File: src/rtl/mem_ctrl.sv
// Memory/I-O access controller: MAR/MDR register pair, RAM read/write sequencing with
// read timeout, and memory-mapped keyboard (KBSR/KBDR) and display (DSR/DDR) registers.
module mem_ctrl #(
  parameter int TIMEOUT = 15
) (
  input  logic        CLK,
  input  logic        RESET_N,
  input  logic [15:0] BUS_IN,
  input  logic        LD_MAR,
  input  logic        LD_MDR,
  input  logic        MIO_EN,
  input  logic        R_W,
  output logic [15:0] MAR_OUT,
  output logic [15:0] MDR_OUT,
  output logic        R,
  output logic        ERR,
  output logic [15:0] RAM_ADDR,
  output logic [15:0] RAM_DATA,
  output logic        RAM_CS,
  output logic        RAM_WE,
  input  logic [15:0] RAM_OUT,
  input  logic        RAM_READY,
  input  logic [15:0] KBDR_IN,
  input  logic        KB_STROBE,
  output logic [15:0] DDR_OUT,
  output logic        DDR_VALID
);

  localparam int CW = (TIMEOUT > 1) ? $clog2(TIMEOUT) : 1;

  localparam logic [15:0] IO_BASE   = 16'hFE00;
  localparam logic [15:0] ADDR_KBSR = 16'hFE00;
  localparam logic [15:0] ADDR_KBDR = 16'hFE02;
  localparam logic [15:0] ADDR_DSR  = 16'hFE04;
  localparam logic [15:0] ADDR_DDR  = 16'hFE06;

  typedef enum logic [2:0] {
    IDLE     = 3'd0,
    RD_ISSUE = 3'd1,
    RD_WAIT  = 3'd2,
    WR_ISSUE = 3'd3,
    DONE     = 3'd4
  } state_t;

  state_t state_reg, state_next;

  logic [15:0] mar_reg, mar_next;
  logic [15:0] mdr_reg, mdr_next;
  logic [15:0] kbdr_reg, kbdr_next;
  logic [15:0] ddr_reg, ddr_next;
  logic        kb_ready_reg, kb_ready_next;
  logic        err_reg, err_next;
  logic        ddr_valid_reg, ddr_valid_next;
  logic        armed_reg, armed_next;
  logic [CW-1:0] wait_cnt_reg, wait_cnt_next;

  logic        start;
  logic        is_io;
  logic        kbdr_clear;
  logic        ddr_write;
  logic        timeout_hit;
  logic [15:0] io_rd_data;

  // An access is only accepted once MIO_EN has been seen low since reset,
  // so a request left asserted across reset never starts a second access.
  assign start       = (state_reg == IDLE) && MIO_EN && armed_reg;
  assign is_io       = (mar_reg >= IO_BASE);
  assign kbdr_clear  = start && is_io && !R_W && (mar_reg == ADDR_KBDR);
  assign ddr_write   = start && is_io && R_W && (mar_reg == ADDR_DDR);
  assign timeout_hit = (state_reg == RD_WAIT) && !RAM_READY &&
                       (wait_cnt_reg == CW'(TIMEOUT - 1));

  always_comb begin
    io_rd_data = 16'h0000;
    case (mar_reg)
      ADDR_KBSR: io_rd_data = {kb_ready_reg, 15'b0};
      ADDR_KBDR: io_rd_data = kbdr_reg;
      ADDR_DSR:  io_rd_data = 16'h8000;
      default:   io_rd_data = 16'h0000;
    endcase
  end

  // State register
  always_ff @(posedge CLK or negedge RESET_N) begin
    if (!RESET_N) begin
      state_reg <= IDLE;
    end else begin
      state_reg <= state_next;
    end
  end

  // Next-state logic
  always_comb begin
    state_next = state_reg;
    case (state_reg)
      IDLE: begin
        if (start) begin
          if (is_io)     state_next = DONE;
          else if (R_W)  state_next = WR_ISSUE;
          else           state_next = RD_ISSUE;
        end
      end
      RD_ISSUE: state_next = RD_WAIT;
      RD_WAIT: begin
        if (RAM_READY || timeout_hit) state_next = DONE;
      end
      WR_ISSUE: state_next = DONE;
      DONE: begin
        if (!MIO_EN) state_next = IDLE;
      end
      default: state_next = IDLE;
    endcase
  end

  // Output decode, from state only
  always_comb begin
    RAM_CS = 1'b0;
    RAM_WE = 1'b0;
    R      = 1'b0;
    case (state_reg)
      RD_ISSUE: RAM_CS = 1'b1;
      WR_ISSUE: begin
        RAM_CS = 1'b1;
        RAM_WE = 1'b1;
      end
      DONE:     R = 1'b1;
      default: begin
        RAM_CS = 1'b0;
        RAM_WE = 1'b0;
        R      = 1'b0;
      end
    endcase
  end

  // Datapath next values
  always_comb begin
    mar_next       = mar_reg;
    mdr_next       = mdr_reg;
    kbdr_next      = kbdr_reg;
    ddr_next       = ddr_reg;
    kb_ready_next  = kb_ready_reg;
    err_next       = err_reg;
    ddr_valid_next = 1'b0;
    armed_next     = armed_reg | !MIO_EN;
    wait_cnt_next  = '0;

    if ((state_reg == IDLE) && !MIO_EN) begin
      if (LD_MAR) mar_next = BUS_IN;
      if (LD_MDR) mdr_next = BUS_IN;
    end

    if (start) begin
      err_next = 1'b0;
      if (is_io && !R_W) mdr_next = io_rd_data;
      if (ddr_write) begin
        ddr_next       = mdr_reg;
        ddr_valid_next = 1'b1;
      end
    end

    if (state_reg == RD_WAIT) begin
      if (RAM_READY) begin
        mdr_next = RAM_OUT;
      end else if (timeout_hit) begin
        mdr_next = 16'h0000;
        err_next = 1'b1;
      end else begin
        wait_cnt_next = wait_cnt_reg + CW'(1);
      end
    end

    // A strobe arriving on the same edge as a KBDR read replaces the character.
    if (KB_STROBE && (!kb_ready_reg || kbdr_clear)) begin
      kbdr_next     = KBDR_IN;
      kb_ready_next = 1'b1;
    end else if (kbdr_clear) begin
      kb_ready_next = 1'b0;
    end
  end

  always_ff @(posedge CLK or negedge RESET_N) begin
    if (!RESET_N) begin
      mar_reg       <= 16'h0000;
      mdr_reg       <= 16'h0000;
      kbdr_reg      <= 16'h0000;
      ddr_reg       <= 16'h0000;
      kb_ready_reg  <= 1'b0;
      err_reg       <= 1'b0;
      ddr_valid_reg <= 1'b0;
      armed_reg     <= 1'b0;
      wait_cnt_reg  <= '0;
    end else begin
      mar_reg       <= mar_next;
      mdr_reg       <= mdr_next;
      kbdr_reg      <= kbdr_next;
      ddr_reg       <= ddr_next;
      kb_ready_reg  <= kb_ready_next;
      err_reg       <= err_next;
      ddr_valid_reg <= ddr_valid_next;
      armed_reg     <= armed_next;
      wait_cnt_reg  <= wait_cnt_next;
    end
  end

  assign MAR_OUT   = mar_reg;
  assign MDR_OUT   = mdr_reg;
  assign ERR       = err_reg;
  assign RAM_ADDR  = mar_reg;
  assign RAM_DATA  = mdr_reg;
  assign DDR_OUT   = ddr_reg;
  assign DDR_VALID = ddr_valid_reg;

endmodule

File: config.mk
export PLATFORM = sky130hd
export DESIGN_NAME = mem_ctrl
export DESIGN_NICKNAME = d
export VERILOG_FILES = /design/src/rtl/mem_ctrl.sv
export SDC_FILE = /design/constraint.sdc
export NUM_CORES = 1
export LEC_CHECK = 0
export CORE_ASPECT_RATIO = 0.5
export CORE_MARGIN = 5
export CORE_UTILIZATION = 45
export DETAILED_ROUTE_END_ITERATION = 6
export GPL_TIMING_DRIVEN = 1
export PLACE_DENSITY_LB_ADDON = 0.15
export SYNTH_ARGS = -nofsm -noshare
export SYNTH_HDL_FRONTEND = slang
export SYNTH_SLANG_ARGS = --single-unit
File: constraint.sdc
create_clock -name CLK -period 2.27 [get_ports CLK]
set_input_delay 0.3405 -clock CLK [delete_from_list [all_inputs] [get_ports CLK]]
set_output_delay 0.3405 -clock CLK [all_outputs]
set_load 0.01 [all_outputs]
# Word-level counts from Yosys, hierarchy flattened
# Index checks and enable logic that the tools add are counted.
[totals]
wordCells = 77
output_inout_bits = 85
input_bits = 56
register_bits = 75
[op_classes]
n_eq_ne = 12
n_reduce_logical = 24
n_bitwise = 1
addsub = 1
magnitude_cmp = 1
n_mux = 28
[op_table]
columns = ["cell", "count"]
rows = [
  ["2-to-1 mux 16 bit", 7],
  ["== test 16 bit, second input constant", 4],
  ["one-hot mux 16 bit (3 select lines)", 1],
  ["greater-or-equal comparator 16 bit, second input constant", 1],
  ["one-hot mux 3 bit (5 select lines)", 1],
  ["logical AND 1 bit", 12],
  ["2-to-1 mux 3 bit", 4],
  ["2-to-1 mux 4 bit", 3],
  ["2-to-1 mux 1 bit", 11],
  ["== test 3 x 2 -> 1 bit, second input constant", 2],
  ["adder 4 x 1 -> 4 bit, second input constant", 1],
  ["== test 4 bit, second input constant", 1],
  ["logical NOT 1 bit", 4],
  ["!= test 2 bit, second input constant", 2],
  ["AND reduction 2 bit", 2],
  ["== test 3 x 1 -> 1 bit, second input constant", 1],
  ["== test 3 bit, second input constant", 1],
  ["logical NOT 3 bit", 1],
  ["AND reduction 3 bit", 1],
  ["logical OR 1 bit", 2],
  ["2-to-1 mux 2 bit", 1],
  ["!= test 2 x 1 -> 1 bit, second input constant", 1],
  ["nonzero test 2 bit", 1],
  ["OR reduction 2 bit", 1],
  ["OR 1 bit", 1],
]

# Logic depth before layout (Yosys ltp)
[depth]
ltp_word = 9
ltp_mapped = 8
ltp_nobuf = 6

# Worst setup path before layout
# Ideal clock, no wire load.
[synth_path]
path_kind = "reg-to-reg"
startpoint = "reg mar_reg[8], in the netlist MAR_OUT[8]"
endpoint = "reg kbdr_reg[10]"
setup_time_ps = 124
slack_ps = 260
synth_period_minus_slack_ps = 2010
path_stages_with_launch = 7
path_buffers = 2
arrival_ps = 1887
t_required_ps = 2146
cell_sequence = "dfrtp_1 > or4_4 > or4b_1 > buf_6 > buf_12 > o211ai_2 > nand2_1"
[synth_between]
elab_chain_cells = 6
elab_cells_between_ends = 7
cone_classes = "1 x order compare; 1 x eq/ne; 5 x reduce/logical"
[synth_rtl]
columns = ["item", "line_no", "rtl"]
rows = [
  ["from (decl)", "47", "logic [15:0] mar_reg, mar_next;"],
  ["from (signal assigned)", "193", "mar_reg <= mar_next;"],
  ["greater-or-equal comparator 16 bit", "67", "assign is_io = (mar_reg >= IO_BASE);"],
  ["logical AND 1 bit (2 in series)", "68", "assign kbdr_clear = start && is_io && !R_W && (mar_reg == ADDR_KBDR);"],
  ["logical AND 1 bit *", "68", ""],
  ["logical OR 1 bit *", "173", "if (KB_STROBE && (!kb_ready_reg || kbdr_clear)) begin"],
  ["logical AND 1 bit *", "173", ""],
  ["to (signal assigned)", "195", "kbdr_reg <= kbdr_next;"],
  ["to (decl)", "49", "logic [15:0] kbdr_reg, kbdr_next;"],
]
# Every way passes the cells marked *; elsewhere a longest branch is shown, timed or not.
# A chain may end at the register's enable or synchronous reset.

# Worst setup path after layout
[layout_path]
startpoint = "reg state_reg[2]"
endpoint = "out R"
[layout_between]
elab_chain_cells = 2
[layout_rtl]
columns = ["item", "line_no", "rtl"]
rows = [
  ["from (decl)", "45", "state_t state_reg, state_next;"],
  ["from (signal assigned)", "88", "state_reg <= state_next;"],
  ["== test 3 bit", "120", "case (state_reg)"],
  ["2-to-1 mux 1 bit", "120", ""],
  ["to (decl)", "15", "output logic R,"],
]
# Every way passes these cells.

==> metrics.txt <==
status=finished clean; Post-Syn Area=3900 µm²; flop and latch count out of synthesis=75; Clock transition at path regs=60 ps; Routability Congestion=0.819; Synth area leader=dfrtp_1; chip height=75.8 µm; ratio of cells with drive above 1 in the final layout=0.121; Final Cycle Share=0.925; Final setup viols=0; cts repair resizes=0; largest net degree at the start of global routing=76; Syn-to-layout area delta=43.1%; sequential fraction of the synthesis area=0.482; ranking of synthesized cells by area=dfrtp_1 48%, mux2_1 7.5%, buf_4 6.5%; # Max-Cap Violations=0; Synth Instances=352; maximum VDD drop=0.000540 V; CP required=1930 ps; initial antenna violation count=0; WS Path Type=flop to output pin; initial DRC count=185; RSZ-0062 raised after global routing=no; Routed WL per cell=18.1 µm; Port Buffer Count=140; Reg2Reg Setup Slack=190 ps; final std cell area, no fill=5580 µm²; Overflow after GRT=0; Slew Limit Fails=0; global-route usage over all layers=0.195; synth warn=0; worst hold path type=primary input to asynchronous set/reset pin; Placement Setup Slack=110 ps; count of cell types in the netlist=46; Clock Skew=4.97 ps; Mapped Nets=410; PD cells=1120 nW/µm²; first-pass GRT wire length=16300 µm; Final min period=2100 ps; Final WS setup=170 ps; Ports=141; syn avg cell area=11.1 µm²; vias in the first global route=3293; placed insts=574; area of the core=8560 µm²; Layout Cells excl Fill=590; Vias per Instance=5.39; Worst-Skew Late Latency=330 ps; antenna-violating nets left=0; Worst EP arrival=1760 ps; fmax=0.476 GHz; fin util=0.652; DR DRC count=0; H-tree depth=3; Initial Util=0.455; CTS Hold Bufs=0; FILL cells=688; clock buffer depth=2; endpoints failing hold=0; nets=526; Die Area=10700 µm²; Area after DPL=5240 µm²; CTS tree=built; Synth top area share=0.482; CP Capture Type=output pin; CP Max Fanout=7; antenna fix cells=0; Detailed Place HPWL=8010 µm; Rel. slew slack=0.363; chip width=142 µm; DR pass1 iterations=4; vias=3178; static leakage=2.54 nW; Tightest Pin Transition=955 ps; num rows=24; clock sink count=75; setup_tns=0 ps; CP Launch Type=flop; clk root buf=clkbuf_16; final wirelength=10700 µm; hold slack=139 ps; total power draw=6.23 mW; setup bufs post-CTS=0; TritonCTS buffer count=9
[where the power goes]
group	internal [mW]	switching [mW]
Combinational	1.48	1.03
Sequential	1.69	0.397
Clock	1.10	0.529
Total	4.27	1.96
[layer usage]
metal  vias to the layer above  track usage  share of wire
li1                       1485            -              -
met2                       109        0.324           0.48
met3                        13       0.0558          0.074
met5                         -            0              0
met1                      1571        0.251           0.43
met4                         0       0.0649          0.014
[critical path: stages (launching register included)]
cell             delay (ps)
dfrtp_1                 470
inv_1                   110
nor3_1                  250
clkdlybuf4s50_1         600
[cell usage after synthesis (all sizes together)]
cell and n:
or3 2, nor3b 1, and2 1, a32oi 16, and4 3, o22ai 1, nand2 40, nor2b 1
o221ai 15, nor3 2, xor2 1, ha 2, a41oi 1, or3b 1, nand3 3, clkbuf 9
mux2i 16, mux2 32, or4 1, o211ai 18, nand2b 2, buf 45, o2bb2ai 1, o21ai 1
nor4 3, o31ai 2, dfrtp 75, xnor2 1, nor2 8, a21oi 1, a21o 1, inv 19
and3 22, nand4 4, or4b 1
[cell families (layout without fill, tap and decap cells)]
kind of cell               after synthesis  in the layout  synth area share
AOI/OAI and AO/OA                       57             57             0.133
xor gates and xnor gates                 2              2           0.00450
adders and majority gates                2              2           0.00642
buffers and inverters                   73            194             0.111
DFF                                     75             75             0.482
muxes                                   48             48             0.134
and+or+nand+nor                         95             95             0.130
[final timing paths]
path                       cells past startpoint         start          end
max                                            3  state_reg[2]            R
min                                            1       RESET_N  kbdr_reg[4]
max reg2reg                                    5    MAR_OUT[4]  kbdr_reg[1]
min reg2reg                                    1   DDR_OUT[15]  DDR_OUT[15]
max in group asynchronous                      1       RESET_N  kbdr_reg[8]
min in group CLK                               1   DDR_OUT[15]  DDR_OUT[15]
[layout make-up]
class	count	area (µm²)	share of cell area
Sequential cell	75	1880	0.336
Multi-Input combinational cell	204	1590	0.285
Timing Repair Buffer	159	1550	0.279
Clock buffer	11	243	0.0435
Tap cell	117	146	0.0262
Clock inverter	5	100	0.0179
Inverter	19	71.3	0.0128
[cell usage in the layout, fill, tap and decap left out, types with 15 or more instances in the layout]
master / count
buf_4: 19
mux2i_1: 16
a32oi_1: 16
dfrtp_1: 75
and3_1: 22
o221ai_1: 15
nand2_1: 40
inv_1: 19
clkdlybuf4s50_1: 139
mux2_1: 26
Power figures use the tool's default switching activity.
